==> src/rtl/inert_snsr_serf.sv <==
// Inertial sensor SPI serf: 16-bit frames, config regs, sample holding regs, INT.
// Ports: clk, rst_n, SS_n/SCLK/MOSI/MISO (SPI), INT, new_smpl + five 16b samples,
// cfg_int/cfg_10/cfg_11/cfg_14 outputs. Optional macro: SNSR_STATUS_EN (0x1E status).
module inert_snsr_serf #(
  parameter logic [7:0] WHO_AM_I = 8'h6A
) (
  input  logic        clk,
  input  logic        rst_n,
  input  logic        SS_n,
  input  logic        SCLK,
  input  logic        MOSI,
  output logic        MISO,
  output logic        INT,
  input  logic        new_smpl,
  input  logic [15:0] ptch_rt_in,
  input  logic [15:0] roll_rt_in,
  input  logic [15:0] yaw_rt_in,
  input  logic [15:0] ax_in,
  input  logic [15:0] ay_in,
  output logic [7:0]  cfg_int,
  output logic [7:0]  cfg_10,
  output logic [7:0]  cfg_11,
  output logic [7:0]  cfg_14
);

  logic ss_m_q, ss_s_q, ss_p_q;
  logic sck_m_q, sck_s_q, sck_p_q;
  logic mosi_m_q, mosi_s_q;

  always_ff @(posedge clk or negedge rst_n) begin
    if (!rst_n) begin
      ss_m_q   <= 1'b1;
      ss_s_q   <= 1'b1;
      ss_p_q   <= 1'b1;
      sck_m_q  <= 1'b1;
      sck_s_q  <= 1'b1;
      sck_p_q  <= 1'b1;
      mosi_m_q <= 1'b0;
      mosi_s_q <= 1'b0;
    end else begin
      ss_m_q   <= SS_n;
      ss_s_q   <= ss_m_q;
      ss_p_q   <= ss_s_q;
      sck_m_q  <= SCLK;
      sck_s_q  <= sck_m_q;
      sck_p_q  <= sck_s_q;
      mosi_m_q <= MOSI;
      mosi_s_q <= mosi_m_q;
    end
  end

  logic ss_lo, ss_fall, busy;
  logic sck_rise, sck_fall;

  assign ss_lo    = ~ss_s_q;
  assign ss_fall  = ss_p_q & ~ss_s_q;
  // Either sync stage low counts as in-frame so holding regs freeze early.
  assign busy     = ~ss_s_q | ~ss_m_q;
  assign sck_rise = ss_lo & ~sck_p_q & sck_s_q;
  assign sck_fall = ss_lo & sck_p_q & ~sck_s_q;

  logic [3:0]  cnt_q, cnt_d;
  logic [14:0] rx_q, rx_d;
  logic [7:0]  tx_q, tx_d;
  logic        miso_q, miso_d;
  logic [7:0]  cfg_int_q, cfg_int_d;
  logic [7:0]  cfg_10_q, cfg_10_d;
  logic [7:0]  cfg_11_q, cfg_11_d;
  logic [7:0]  cfg_14_q, cfg_14_d;
  logic [79:0] hold_q, hold_d;
  logic [79:0] shad_q, shad_d;
  logic        pend_q, pend_d;
  logic        upd_q, upd_d;
  logic        int_q, int_d;

  logic [7:0]  cmd8;
  logic [7:0]  wr_cmd;
  logic [6:0]  rd_addr;
  logic        cmd_rd;
  logic        wr_go;
  logic [79:0] smpl;

  assign cmd8    = {rx_q[6:0], mosi_s_q};
  assign wr_cmd  = rx_q[14:7];
  assign rd_addr = cmd8[6:0];
  assign cmd_rd  = sck_rise & (cnt_q == 4'd7) & cmd8[7];
  assign wr_go   = sck_rise & (cnt_q == 4'd15) & ~wr_cmd[7];
  assign smpl    = {ay_in, ax_in, yaw_rt_in, roll_rt_in, ptch_rt_in};

`ifdef SNSR_STATUS_EN
  logic ovr_q, ovr_d;
`endif

  logic       rd_hold;
  logic [3:0] rd_idx;
  logic [6:0] rd_off;
  logic [7:0] rdata;

  // 0x22..0x2B map to byte 0..9 of the packed holding vector.
  assign rd_hold = (rd_addr[6:4] == 3'h2) &&
                   (rd_addr[3:0] >= 4'h2) &&
                   (rd_addr[3:0] <= 4'hB);
  assign rd_idx  = rd_addr[3:0] - 4'd2;
  assign rd_off  = {rd_idx, 3'b000};

  always_comb begin
    rdata = 8'h00;
    unique case (1'b1)
      rd_hold:            rdata = hold_q[rd_off +: 8];
      rd_addr == 7'h0F:   rdata = WHO_AM_I;
      rd_addr == 7'h0D:   rdata = cfg_int_q;
      rd_addr == 7'h10:   rdata = cfg_10_q;
      rd_addr == 7'h11:   rdata = cfg_11_q;
      rd_addr == 7'h14:   rdata = cfg_14_q;
`ifdef SNSR_STATUS_EN
      rd_addr == 7'h1E:   rdata = {6'b0, ovr_q, int_q};
`endif
      default:            rdata = 8'h00;
    endcase
  end

  always_comb begin
    cnt_d  = cnt_q;
    rx_d   = rx_q;
    tx_d   = tx_q;
    miso_d = miso_q;
    if (!ss_lo) begin
      cnt_d  = 4'd0;
      tx_d   = 8'h00;
      miso_d = 1'b0;
    end else if (ss_fall) begin
      cnt_d  = 4'd0;
      rx_d   = 15'd0;
      tx_d   = 8'h00;
      miso_d = 1'b0;
    end else begin
      if (sck_rise) begin
        rx_d  = {rx_q[13:0], mosi_s_q};
        cnt_d = cnt_q + 4'd1;
        if (cnt_q == 4'd7)
          tx_d = cmd8[7] ? rdata : 8'h00;
      end
      if (sck_fall) begin
        miso_d = tx_q[7];
        tx_d   = {tx_q[6:0], 1'b0};
      end
    end
  end

  always_comb begin
    cfg_int_d = cfg_int_q;
    cfg_10_d  = cfg_10_q;
    cfg_11_d  = cfg_11_q;
    cfg_14_d  = cfg_14_q;
    if (wr_go) begin
      unique case (1'b1)
        wr_cmd[6:0] == 7'h0D: cfg_int_d = cmd8;
        wr_cmd[6:0] == 7'h10: cfg_10_d  = cmd8;
        wr_cmd[6:0] == 7'h11: cfg_11_d  = cmd8;
        wr_cmd[6:0] == 7'h14: cfg_14_d  = cmd8;
        default:              cfg_int_d = cfg_int_q;
      endcase
    end
  end

  // Samples during a frame park in the shadow set (latest wins) and
  // move over once the frame has closed.
  always_comb begin
    hold_d = hold_q;
    shad_d = shad_q;
    pend_d = pend_q;
    upd_d  = 1'b0;
    if (busy) begin
      if (new_smpl) begin
        shad_d = smpl;
        pend_d = 1'b1;
      end
    end else if (new_smpl) begin
      hold_d = smpl;
      pend_d = 1'b0;
      upd_d  = 1'b1;
    end else if (pend_q) begin
      hold_d = shad_q;
      pend_d = 1'b0;
      upd_d  = 1'b1;
    end
  end

  always_comb begin
    int_d = int_q;
    if (cmd_rd && (rd_addr == 7'h22))
      int_d = 1'b0;
    if (upd_q && cfg_int_q[1])
      int_d = 1'b1;
  end

`ifdef SNSR_STATUS_EN
  always_comb begin
    ovr_d = ovr_q;
    if (cmd_rd && (rd_addr == 7'h1E))
      ovr_d = 1'b0;
    if (new_smpl && int_q)
      ovr_d = 1'b1;
  end

  always_ff @(posedge clk or negedge rst_n) begin
    if (!rst_n) ovr_q <= 1'b0;
    else        ovr_q <= ovr_d;
  end
`endif

  always_ff @(posedge clk or negedge rst_n) begin
    if (!rst_n) begin
      cnt_q     <= 4'd0;
      rx_q      <= 15'd0;
      tx_q      <= 8'h00;
      miso_q    <= 1'b0;
      cfg_int_q <= 8'h00;
      cfg_10_q  <= 8'h00;
      cfg_11_q  <= 8'h00;
      cfg_14_q  <= 8'h00;
      hold_q    <= 80'd0;
      shad_q    <= 80'd0;
      pend_q    <= 1'b0;
      upd_q     <= 1'b0;
      int_q     <= 1'b0;
    end else begin
      cnt_q     <= cnt_d;
      rx_q      <= rx_d;
      tx_q      <= tx_d;
      miso_q    <= miso_d;
      cfg_int_q <= cfg_int_d;
      cfg_10_q  <= cfg_10_d;
      cfg_11_q  <= cfg_11_d;
      cfg_14_q  <= cfg_14_d;
      hold_q    <= hold_d;
      shad_q    <= shad_d;
      pend_q    <= pend_d;
      upd_q     <= upd_d;
      int_q     <= int_d;
    end
  end

  assign MISO    = miso_q;
  assign INT     = int_q;
  assign cfg_int = cfg_int_q;
  assign cfg_10  = cfg_10_q;
  assign cfg_11  = cfg_11_q;
  assign cfg_14  = cfg_14_q;

endmodule

==> config.mk <==
export PLATFORM = sky130hd
export DESIGN_NAME = inert_snsr_serf
export DESIGN_NICKNAME = d
export VERILOG_FILES = /design/src/rtl/inert_snsr_serf.sv
export SDC_FILE = /design/constraint.sdc
export NUM_CORES = 1
export LEC_CHECK = 0
export ABC_AREA = 1
export BUFFER_PORTS_ARGS = -buffer_cell sky130_fd_sc_hd__buf_2
export CAP_MARGIN = 20
export CELL_PAD_IN_SITES_DETAIL_PLACEMENT = 0
export CELL_PAD_IN_SITES_GLOBAL_PLACEMENT = 1
export CORE_MARGIN = 2
export CORE_UTILIZATION = 45
export DETAILED_ROUTE_END_ITERATION = 8
export PLACE_DENSITY = 0.88
export REMOVE_ABC_BUFFERS = 1
export SLEW_MARGIN = 20
export SYNTH_ARGS = -nofsm -noshare
export SYNTH_HDL_FRONTEND = slang
export SYNTH_SLANG_ARGS = --single-unit
export TNS_END_PERCENT = 20
==> constraint.sdc <==
create_clock -name clk -period 2.6 [get_ports clk]
set_clock_uncertainty 0.05 [all_clocks]
set_input_delay 0.26 -clock clk [delete_from_list [all_inputs] [get_ports clk]]
set_output_delay 0.26 -clock clk [all_outputs]
set_load 0.005 [all_outputs]
==> results.json, run 1 <==
{
  "cts_tree": "yes",
  "worst_slack_ns": 0.443,
  "grt_max_degree": 142,
  "initial_core_util_pct": 45.8,
  "drt-initial-drc-count": 564,
  "crit_family": "buffers and inverters",
  "finalCritPeriodShare_pct": 83.0,
  "worst_pin_slew_ns": 0.656,
  "status": "completed",
  "reg2reg_slack_ns": 0.44,
  "switching_share_pct": 25.6,
  "die_h_um": 159,
  "r2r_end": "tx_q[6]$_DFFE_PN0P_",
  "synth_xor_xnor_area_share_pct": 0.151,
  "cts_buffers": 25,
  "dieArea_um2": 25100,
  "clk_latency_ns": 0.51,
  "clock.fmax_mhz": 464,
  "synth_top_family_by_area": "simple AND/OR/NAND/NOR gates",
  "drive_above_1_share_pct": 21.5,
  "start_kind": "flip-flop",
  "path_clk_slew_ns": 0.06,
  "p_int_mw": 6.46,
  "synth_edf_count": 0,
  "fin_util_pct": 56.5,
  "wl_per_cell_um": 16.1,
  "core-area_um2": 23500,
  "syn-cell-area_um2": 10800,
  "synthSimpleGateAreaFrac_pct": 21.9,
  "grt_pass1_wl_um": 45400,
  "antenna_cells": 0,
  "async_reset_ff_share_pct": 100,
  "reg2reg_depth": 12,
  "hp-start": "ptch_rt_in[5]",
  "vias": 8868,
  "synth_top_area_cell": "dfrtp_1",
  "ys.flop_type": "dfrtp_1",
  "cts.htree.levels": 1,
  "io-pin-count": 120,
  "row_count": 56,
  "clockPowerShare_pct": 38.2,
  "drtAntennaViolNets": 0,
  "dp_hpwl_um": 18400,
  "clockBufferDepth": 3,
  "place.gp.congestion": 0.943,
  "path_depth": 12,
  "grt_pass1_vias": 8607,
  "pwr_density_cell_nw_per_um2": 655,
  "synth.avg_cell_area_um2": 9.01,
  "syn_inst": 1193,
  "drcViolationCount": 0,
  "synth.most_common_cell": "nand2_1",
  "critPathRequiredTime_ns": 2.95,
  "r2r-start": "rx_q[1]$_DFFE_PN0P_",
  "crit_path_end_kind": "flip-flop",
  "synth.top_cell.area_share_pct": 52.4,
  "nNetsFinal": 1468,
  "grt_use_total_pct": 22.8,
  "cp-endpoint": "tx_q[6]$_DFFE_PN0P_",
  "rsz0062_at_grt": "no",
  "period_needed_ns": 2.16,
  "yosysWarnings": 0,
  "muxShareOfSynthArea_pct": 6.70,
  "dr.pass1.iters": 5,
  "syn_to_final_growth_pct": 23.5,
  "cp.arrival_ns": 2.51,
  "clock-sinks": 231,
  "sequentialPowerShare_pct": 48.6,
  "regArea_um2": 5790,
  "crit_buf_inv": 2,
  "cts-resized-gates": 0,
  "wl_um": 27600,
  "cts_root_buf": "clkbuf_16",
  "holdBufCountCts": 83,
  "port_buffers": 119,
  "cp-startpoint": "rx_q[1]$_DFFE_PN0P_",
  "p_comb_share_pct": 13.2,
  "multi_input_area_um2": 4370,
  "synth_area_leaders": "dfrtp_1 52%, nand2_1 12%, mux2_2 6.7%, nor2_1 4.3%, a31oi_1 3.7%",
  "synth.distinct_cells": 37,
  "slew_viol_final": 0,
  "ys_seq_elements": 231,
  "vias_per_cell": 5.17,
  "maxSlewHeadroom_pct": 56.1,
  "synth_common_cells": "351 x nand2_1, 225 x dfrtp_1, 122 x nor2_1, 64 x a31oi_1, 64 x mux2_2",
  "filler_cell_count": 2058,
  "gr-total-overflow": 0,
  "crit_path_max_fanout": 9,
  "p_leak_nw": 6.24,
  "slowest_delay_ns": 0.39,
  "hp-class": "input pin to flip-flop",
  "ir_drop_v": 0.000479,
  "seq_area_frac_synth_pct": 53.8,
  "post_cts_buffers": 0,
  "synth_compound_area_share_pct": 11.5,
  "path_cells": "inv_1 > ha_1 > xnor2_2 > inv_1 > o211ai_1 > nand2_1 > nand2_1 > nand2_1 > nand2_1 > nand2_1 > nand2_1 > nand2_1",
  "finalSetupViolCount": 0,
  "worst_path_most_repeated_cell": "nand2_1",
  "pre_cts_ws_ns": 0.464,
  "antenna_found_initial": 0,
  "p_switching_mw": 2.23,
  "maxCapViolations": 0,
  "die_w_um": 159,
  "crit_type": "flip-flop to flip-flop",
  "crit_slowest_cell": "xnor2_2",
  "hold_violations": 0,
  "synthAdderAreaFrac_pct": 0.233
}
## sequential cells by signal, indices dropped and copies added, names as in the netlist, 4 cells and up
signal   cells
shad_q      80
hold_q      80
cnt_q        4
cfg_10       8
tx_q         8
cfg_14       8
cfg_int      8
cfg_11       8
rx_q        15
## power groups by stage
| stage | Clock, mW | Combinational, mW | Sequential [mW] |
|---|---|---|---|
| final | 3.32 | 1.15 | 4.22 |
| after global routing | 3.56 | 1.30 | 4.27 |
| after detailed placement | 0 | 1.06 | 4.28 |
| after global placement | 0 | 1.04 | 4.27 |
| after floorplan | 0 | 0.670 | 4.22 |
| after CTS | 3.39 | 1.16 | 4.22 |
## worst min-delay path by stage
stage	to	depth (start not counted)
finish	shad_q[5]$_DFFE_PN0P_	3
floorplan	INT$_DFFE_PN0P_	0
global placement	cfg_int[0]$_DFFE_PN0P_	1
detailed placement	cfg_int[0]$_DFFE_PN0P_	1
global route	shad_q[5]$_DFFE_PN0P_	3
CTS	shad_q[5]$_DFFE_PN0P_	3
## cells in the final DEF, fill, tap and decap left out, types with 11 or more instances in the layout
cell type      count
a21oi_1           12
a31oi_1           64
buf_2            117
buf_4             17
clkbuf_16         25
dfrtp_1          225
dlygate4sd3_1     83
inv_1             61
inv_2             11
mux2_2            64
nand2_1          350
nand3_1           56
nor2_1           122
o211ai_1          18
o21ai_0           53
o21ai_1           12
o21ai_2           20
o22ai_1           13
## tightest hold or removal path, stage by stage
cell and delay, ns:
buf_2 0.10, inv_1 0.09, o21ai_0 0.10
## routing by layer
metal | up-vias | GRT usage (%) | wire (um)
met2 | 240 | 37.5 | 13000
met3 | 45 | 2.94 | 1350
met1 | 4263 | 32.1 | 12600
met5 | - | 0 | 0
met4 | 0 | 5.49 | 542
li1 | 4320 | - | -
## area by class of cell
| cell class | instances | share of cell area [%] |
|---|---|---|
| inverters | 74 | 2.09 |
| clock inverters | 4 | 0.151 |
| repair buffers | 224 | 12.7 |
| clock buffers | 40 | 5.59 |
| multi-input cells | 824 | 32.9 |
| flip-flops and latches | 231 | 43.6 |
| well taps | 319 | 3.01 |
## logic make-up after synthesis
logic type / after synthesis
and+or+nand+nor: 557
muxes: 64
buffers and inverters: 138
adders and majority gates: 2
xor gates and xnor gates: 1
AOI/OAI and AO/OA: 200
DFF: 231
## through the flow
stage | TNS [ns] | power (mW) | cell area [um2] | hold slack, ns | std cells
2_1_floorplan | -150.98 | 4.89 | 10400 | -0.0856 | 1129
3_3_place_gp | 0 | 5.31 | 11700 | 0.250 | 1589
3_5_place_dp | 0 | 5.34 | 11700 | 0.248 | 1589
4_1_cts | 0 | 8.77 | 13300 | 0.0107 | 1716
5_1_grt | 0 | 9.13 | 13300 | 0.0644 | 1716
6_report | 0 | 8.69 | 13300 | 0.0348 | 1716
No activity file was read; power rests on OpenSTA's default activity.
==> inputs of run 2 (changes only) <==
--- a/config.mk
+++ b/config.mk
@@ -11,9 +11,9 @@
 export CELL_PAD_IN_SITES_DETAIL_PLACEMENT = 0
 export CELL_PAD_IN_SITES_GLOBAL_PLACEMENT = 1
 export CORE_MARGIN = 2
-export CORE_UTILIZATION = 45
+export CORE_UTILIZATION = 41
 export DETAILED_ROUTE_END_ITERATION = 8
-export PLACE_DENSITY = 0.88
+export PLACE_DENSITY = 0.85
 export REMOVE_ABC_BUFFERS = 1
 export SLEW_MARGIN = 20
 export SYNTH_ARGS = -nofsm -noshare
==> constraint.sdc (replaced) <==
create_clock -name clk -period 1.8 [get_ports clk]
set_clock_uncertainty 0.05 [all_clocks]
set_input_delay 0.18 -clock clk [delete_from_list [all_inputs] [get_ports clk]]
set_output_delay 0.18 -clock clk [all_outputs]
set_load 0.005 [all_outputs]
==> run 2 against run 1 <==
Against the previous run: routed wire length increased by 0.24%; combinational power rose by 51%; sequential power up 44%; cell count rose by 3.8%; maximum frequency grew 19%; worst setup slack got worse by 0.46 ns; the flow now finishes with violations (negative setup slack); first-iteration DRC count grew 7.6%; total power up 50%; non-clock buffer count grew 44; cell area increased by 4.7%; register-to-register slack worse by 0.46 ns; core utilization shrank 2.9 points.
==> results.json, run 2 (same netlist as run 1, synthesis figures left out) <==
{
  "die_w_um": 166,
  "finalSetupViolCount": 14,
  "grt_use_total_pct": 20.0,
  "pwr_density_cell_nw_per_um2": 937,
  "grt_pass1_wl_um": 45300,
  "syn_to_final_growth_pct": 29.2,
  "cts.htree.levels": 1,
  "place.gp.congestion": 0.860,
  "cts_root_buf": "clkbuf_16",
  "antenna_found_initial": 0,
  "io-pin-count": 120,
  "ir_drop_v": 0.000807,
  "die_h_um": 166,
  "crit_path_max_fanout": 16,
  "vias": 9073,
  "rsz0062_at_grt": "yes",
  "vias_per_cell": 5.09,
  "maxCapViolations": 0,
  "crit_path_end_kind": "flip-flop",
  "status": "finished, violations left",
  "violations": "negative setup slack",
  "clk_latency_ns": 0.54,
  "drtAntennaViolNets": 0,
  "port_buffers": 119,
  "row_count": 59,
  "path_clk_slew_ns": 0.06,
  "crit_type": "flip-flop to flip-flop",
  "top_regs": "hold_q x80, shad_q x80, rx_q x15",
  "gr-total-overflow": 0,
  "slew_viol_final": 0,
  "grt_pass1_vias": 8726,
  "clock.fmax_mhz": 550,
  "dieArea_um2": 27500,
  "finish.instance_area_um2": 13900,
  "reg2reg_slack_ns": -0.02,
  "period_needed_ns": 1.82,
  "dpl_cell_area_um2": 12000,
  "initial_core_util_pct": 41.5,
  "dr.pass1.iters": 6,
  "cp.arrival_ns": 2.18,
  "antenna_cells": 0,
  "p_leak_nw": 6.55,
  "nNetsFinal": 1514,
  "hold_slack_ns": 0.0656,
  "drt-initial-drc-count": 607,
  "final_common_cell": "nand2_1",
  "maxSlewHeadroom_pct": 57.5,
  "core-area_um2": 25900,
  "critPathRequiredTime_ns": 2.16,
  "worst_pin_slew_ns": 0.635,
  "final_cell_mix": "344 x nand2_1, 224 x dfrtp_1, 120 x nor2_1",
  "clockBufferDepth": 3,
  "worst_slack_ns": -0.0176,
  "drive_above_1_share_pct": 25.8,
  "drcViolationCount": 0,
  "wl_per_cell_um": 15.5,
  "cts_buffers": 26,
  "dp_hpwl_um": 18300,
  "finalCritPeriodShare_pct": 101,
  "hold_violations": 0,
  "fin_util_pct": 53.6,
  "hp-class": "input pin to async pin",
  "cts_tree": "yes",
  "clock-sinks": 231,
  "grt_max_degree": 97,
  "start_kind": "flip-flop",
  "wl_um": 27600
}
## run 2: repair_timing
item,CTS,global route
hold buffers,84,0
buffers inserted,4,6
endpoints found under the setup margin,10,46
hold endpoints to repair,389,0
gates resized for setup,11,22
pin swaps,2,9
cloned,0,1
## run 2: area by class of cell
| class | instances | area [um2] |
|---|---|---|
| clock buffer | 35 | 744 |
| clock inverter | 13 | 110 |
| fill | 2303 | 12000 |
| inverter | 74 | 280 |
| multi-input combinational | 825 | 4450 |
| sequential | 231 | 5790 |
| tap | 335 | 419 |
| timing repair buffer | 268 | 2090 |
## run 2: routing by layer
metal	share of wire, %	global-route usage, %	vias up
li1	-	-	4428
met1	46	28.0	4361
met2	47	32.4	232
met3	4.9	3.17	52
met4	2.6	5.52	0
met5	0	0	-
## run 2: where the power goes
part | switching (mW) | internal [mW]
clock network | 2.15 | 3.05
logic | 0.917 | 0.819
registers | 0.300 | 5.78
## run 2: worst max-delay path: stages, from the launching register on
cell	delay, ns
dfstp_2	0.54
inv_2	0.05
nor2_4	0.11
nand2_4	0.06
nor3_4	0.14
nand2_2	0.11
nor2_8	0.20
nand3_4	0.23
nand2_1	0.15
o21ai_2	0.06
## run 2: worst paths after layout
kind	startpoint	to	depth (start not counted)
max in group asynchronous	rst_n	ss_m_q$_DFF_PN1_	3
worst min register to register	mosi_m_q$_DFF_PN0_	mosi_s_q$_DFF_PN0_	0
worst max register to register	sck_s_q$_DFF_PN1_	cfg_14[1]$_DFFE_PN0P_	9
worst min-delay path	rst_n	cfg_11[5]$_DFFE_PN0P_	2
min in group clk	new_smpl	pend_q$_DFFE_PN0P_	3
worst max-delay path	sck_s_q$_DFF_PN1_	cfg_14[1]$_DFFE_PN0P_	9
## run 2: metrics by stage
| stage | power (mW) | std cells | setup TNS, ns | worst slack, ns |
|---|---|---|---|---|
| floorplan | 7.06 | 1129 | -287.19 | -2.26 |
| global placement | 7.70 | 1638 | -0.0859 | -0.0807 |
| detailed placement | 7.75 | 1638 | -0.439 | -0.131 |
| CTS | 13.1 | 1774 | -0.00246 | -0.00174 |
| global route | 13.6 | 1781 | -3.25 | -0.146 |
| finish | 13.0 | 1781 | -0.0999 | -0.0176 |
==> inputs of run 3 (changes only) <==
--- a/config.mk
+++ b/config.mk
@@ -13,10 +13,10 @@
 export CORE_MARGIN = 2
 export CORE_UTILIZATION = 41
 export DETAILED_ROUTE_END_ITERATION = 8
-export PLACE_DENSITY = 0.85
+export PLACE_DENSITY = 0.74
 export REMOVE_ABC_BUFFERS = 1
+export SETUP_SLACK_MARGIN = 0.02
 export SLEW_MARGIN = 20
 export SYNTH_ARGS = -nofsm -noshare
 export SYNTH_HDL_FRONTEND = slang
 export SYNTH_SLANG_ARGS = --single-unit
-export TNS_END_PERCENT = 20
==> run 3 against run 2 <==
Against the previous run: the run now ends clean; routed wire length rose by 4.9%; critical path depth is 1 higher; highest routed layer unchanged; largest power group unchanged; total power hardly changed; critical path type unchanged; critical endpoint is now cfg_11[1]$_DFFE_PN0P_.
==> results.json, run 3 (same netlist as run 1, synthesis figures left out) <==
{
  "fin_total_pwr_mw": 13.0,
  "cp.arrival_ns": 2.16,
  "hp-class": "input pin to flip-flop",
  "initial_core_util_pct": 41.5,
  "grt_pass1_wl_um": 46500,
  "ir_drop_v": 0.000586,
  "antenna_cells": 0,
  "grt_use_total_pct": 20.7,
  "path_clk_slew_ns": 0.06,
  "nNetsFinal": 1526,
  "r2r-start": "sck_s_q$_DFF_PN1_",
  "dr.pass1.iters": 8,
  "gr-total-overflow": 0,
  "reg2reg_depth": 10,
  "antenna_found_initial": 0,
  "cts_root_buf": "clkbuf_16",
  "tns_ns": 0,
  "finalCritPeriodShare_pct": 100,
  "p_leak_nw": 6.62,
  "crit_path_max_fanout": 8,
  "drt-initial-drc-count": 658,
  "final_cell_mix": "333 x nand2_1, 225 x dfrtp_1, 117 x nor2_1, 117 x buf_2, 84 x dlygate4sd3_1",
  "top_regs": "hold_q x80, shad_q x80, rx_q x15",
  "final_common_cell": "nand2_1",
  "crit_path_end_kind": "flip-flop",
  "start_kind": "flip-flop",
  "critPathRequiredTime_ns": 2.17,
  "rsz0062_at_grt": "yes",
  "drive_above_1_share_pct": 27.5,
  "io-pin-count": 120,
  "finalSetupViolCount": 0,
  "path_cells": "inv_2 > nor2_4 > nand2_4 > nor3_4 > nand2_2 > nor2_8 > buf_12 > nand3_4 > nand2_1 > o21ai_2",
  "worst_pin_slew_ns": 0.717,
  "hold_violations": 0,
  "wl_per_cell_um": 16.2,
  "highest_layer": "met4",
  "wl_met3_um": 1140,
  "vias": 9066,
  "slowest_delay_ns": 0.54,
  "finish.instance_area_um2": 14100,
  "drcViolationCount": 0,
  "wl_um": 29000,
  "cts_tree": "yes",
  "filler_cell_count": 2335,
  "row_count": 59,
  "r2r_end": "cfg_11[1]$_DFFE_PN0P_",
  "grt_pass1_vias": 8604,
  "dieArea_um2": 27500,
  "crit_family": "simple AND/OR/NAND/NOR gates",
  "cts.htree.levels": 1,
  "hp-start": "new_smpl",
  "period_needed_ns": 1.80,
  "maxSlewHeadroom_pct": 51.8,
  "clk_latency_ns": 0.54,
  "maxCapViolations": 0,
  "pwr_density_cell_nw_per_um2": 920,
  "reg2reg_slack_ns": 0.0004,
  "dp_hpwl_um": 19000,
  "crit_type": "flip-flop to flip-flop",
  "clockBufferDepth": 3,
  "clock-sinks": 231,
  "syn_to_final_growth_pct": 31.6,
  "drt-met1-wl_um": 13600,
  "core-area_um2": 25900,
  "min_to": "pend_q$_DFFE_PN0P_",
  "port_buffers": 119,
  "cts_buffers": 26,
  "grt_max_degree": 54,
  "crit_slowest_cell": "dfstp_2",
  "die_h_um": 166,
  "met2_length_um": 13700,
  "status": "completed",
  "drtAntennaViolNets": 0,
  "place.gp.congestion": 0.822,
  "crit_buf_inv": 2,
  "die_w_um": 166,
  "dpl_cell_area_um2": 12100,
  "slew_viol_final": 0,
  "hold_depth": 3,
  "vias_per_cell": 5.06,
  "clock.fmax_mhz": 556
}
run 3: cell types whose count changed in the layout (fill, tap and decap cells not counted), moves of 4 or more:
cell	previous run	this run
buf_12	10	15
clkbuf_1	3	12
clkinv_2	8	2
nand2_1	344	333
nand2_2	9	20
o21ai_1	15	8
o21ai_2	21	25
run 3: worst max-delay path by stage:
stage,from,to,depth (start not counted)
floorplan,ss_s_q$_DFF_PN1_,hold_q[0]$_DFFE_PN0P_,4
global placement,rx_q[0]$_DFFE_PN0P_,tx_q[1]$_DFFE_PN0P_,13
detailed placement,rx_q[0]$_DFFE_PN0P_,tx_q[5]$_DFFE_PN0P_,12
CTS,rx_q[0]$_DFFE_PN0P_,tx_q[2]$_DFFE_PN0P_,12
global route,sck_s_q$_DFF_PN1_,cfg_11[1]$_DFFE_PN0P_,10
finish,sck_s_q$_DFF_PN1_,cfg_11[1]$_DFFE_PN0P_,10
run 3: per-stage QoR:
stage	instances	util [%]	hold WS (ns)	setup WS, ns
floorplan	1129	-	-0.166	-2.26
global placement	1649	46.8	0.0858	-0.0778
CTS	1781	53.3	0.00981	0.0213
finish	1793	54.6	0.0273	0.000361
global route	1793	54.6	0.0362	-0.0908
detailed placement	1649	46.8	0.0844	-0.0977
run 3: power breakdown:
part	switching (mW)	leakage, nW	total, mW	internal (mW)
Sequential	0.301	2.82	6.08	5.78
Clock	2.12	0.404	5.16	3.04
Combinational	0.930	3.40	1.77	0.844
run 3: area by class of cell:
cell class	instances	area (um2)	share of cell area, %
clock buffer	43	764	5.40
clock inverter	5	65.1	0.460
inverter	74	278	1.96
multi-input combinational	828	4600	32.5
sequential	231	5790	40.9
tap	335	419	2.96
timing repair buffer	277	2240	15.8
run 3: timing repair:
action	4_1_cts	5_1_grt
setup endpoints to repair	9	51
gates resized for setup	3	57
hold buffers	84	0
pin swaps	0	16
hold endpoints to repair	387	0
cloned	0	4
buffers inserted	0	8
run 3: metal layers:
layer / GRT usage, % / up-vias
met2: 33.8 / 212
met5: 0 / -
met4: 4.16 / 0
li1: - / 4461
met1: 29.9 / 4352
met3: 2.69 / 41
run 3: worst min-delay path, delay by kind of cell:
kind | cells | cell delay, ns
AND/OR/NAND/NOR | 1 | 0.10
AO/OA/AOI/OAI | 1 | 0.12
buffers and inverters | 1 | 0.15
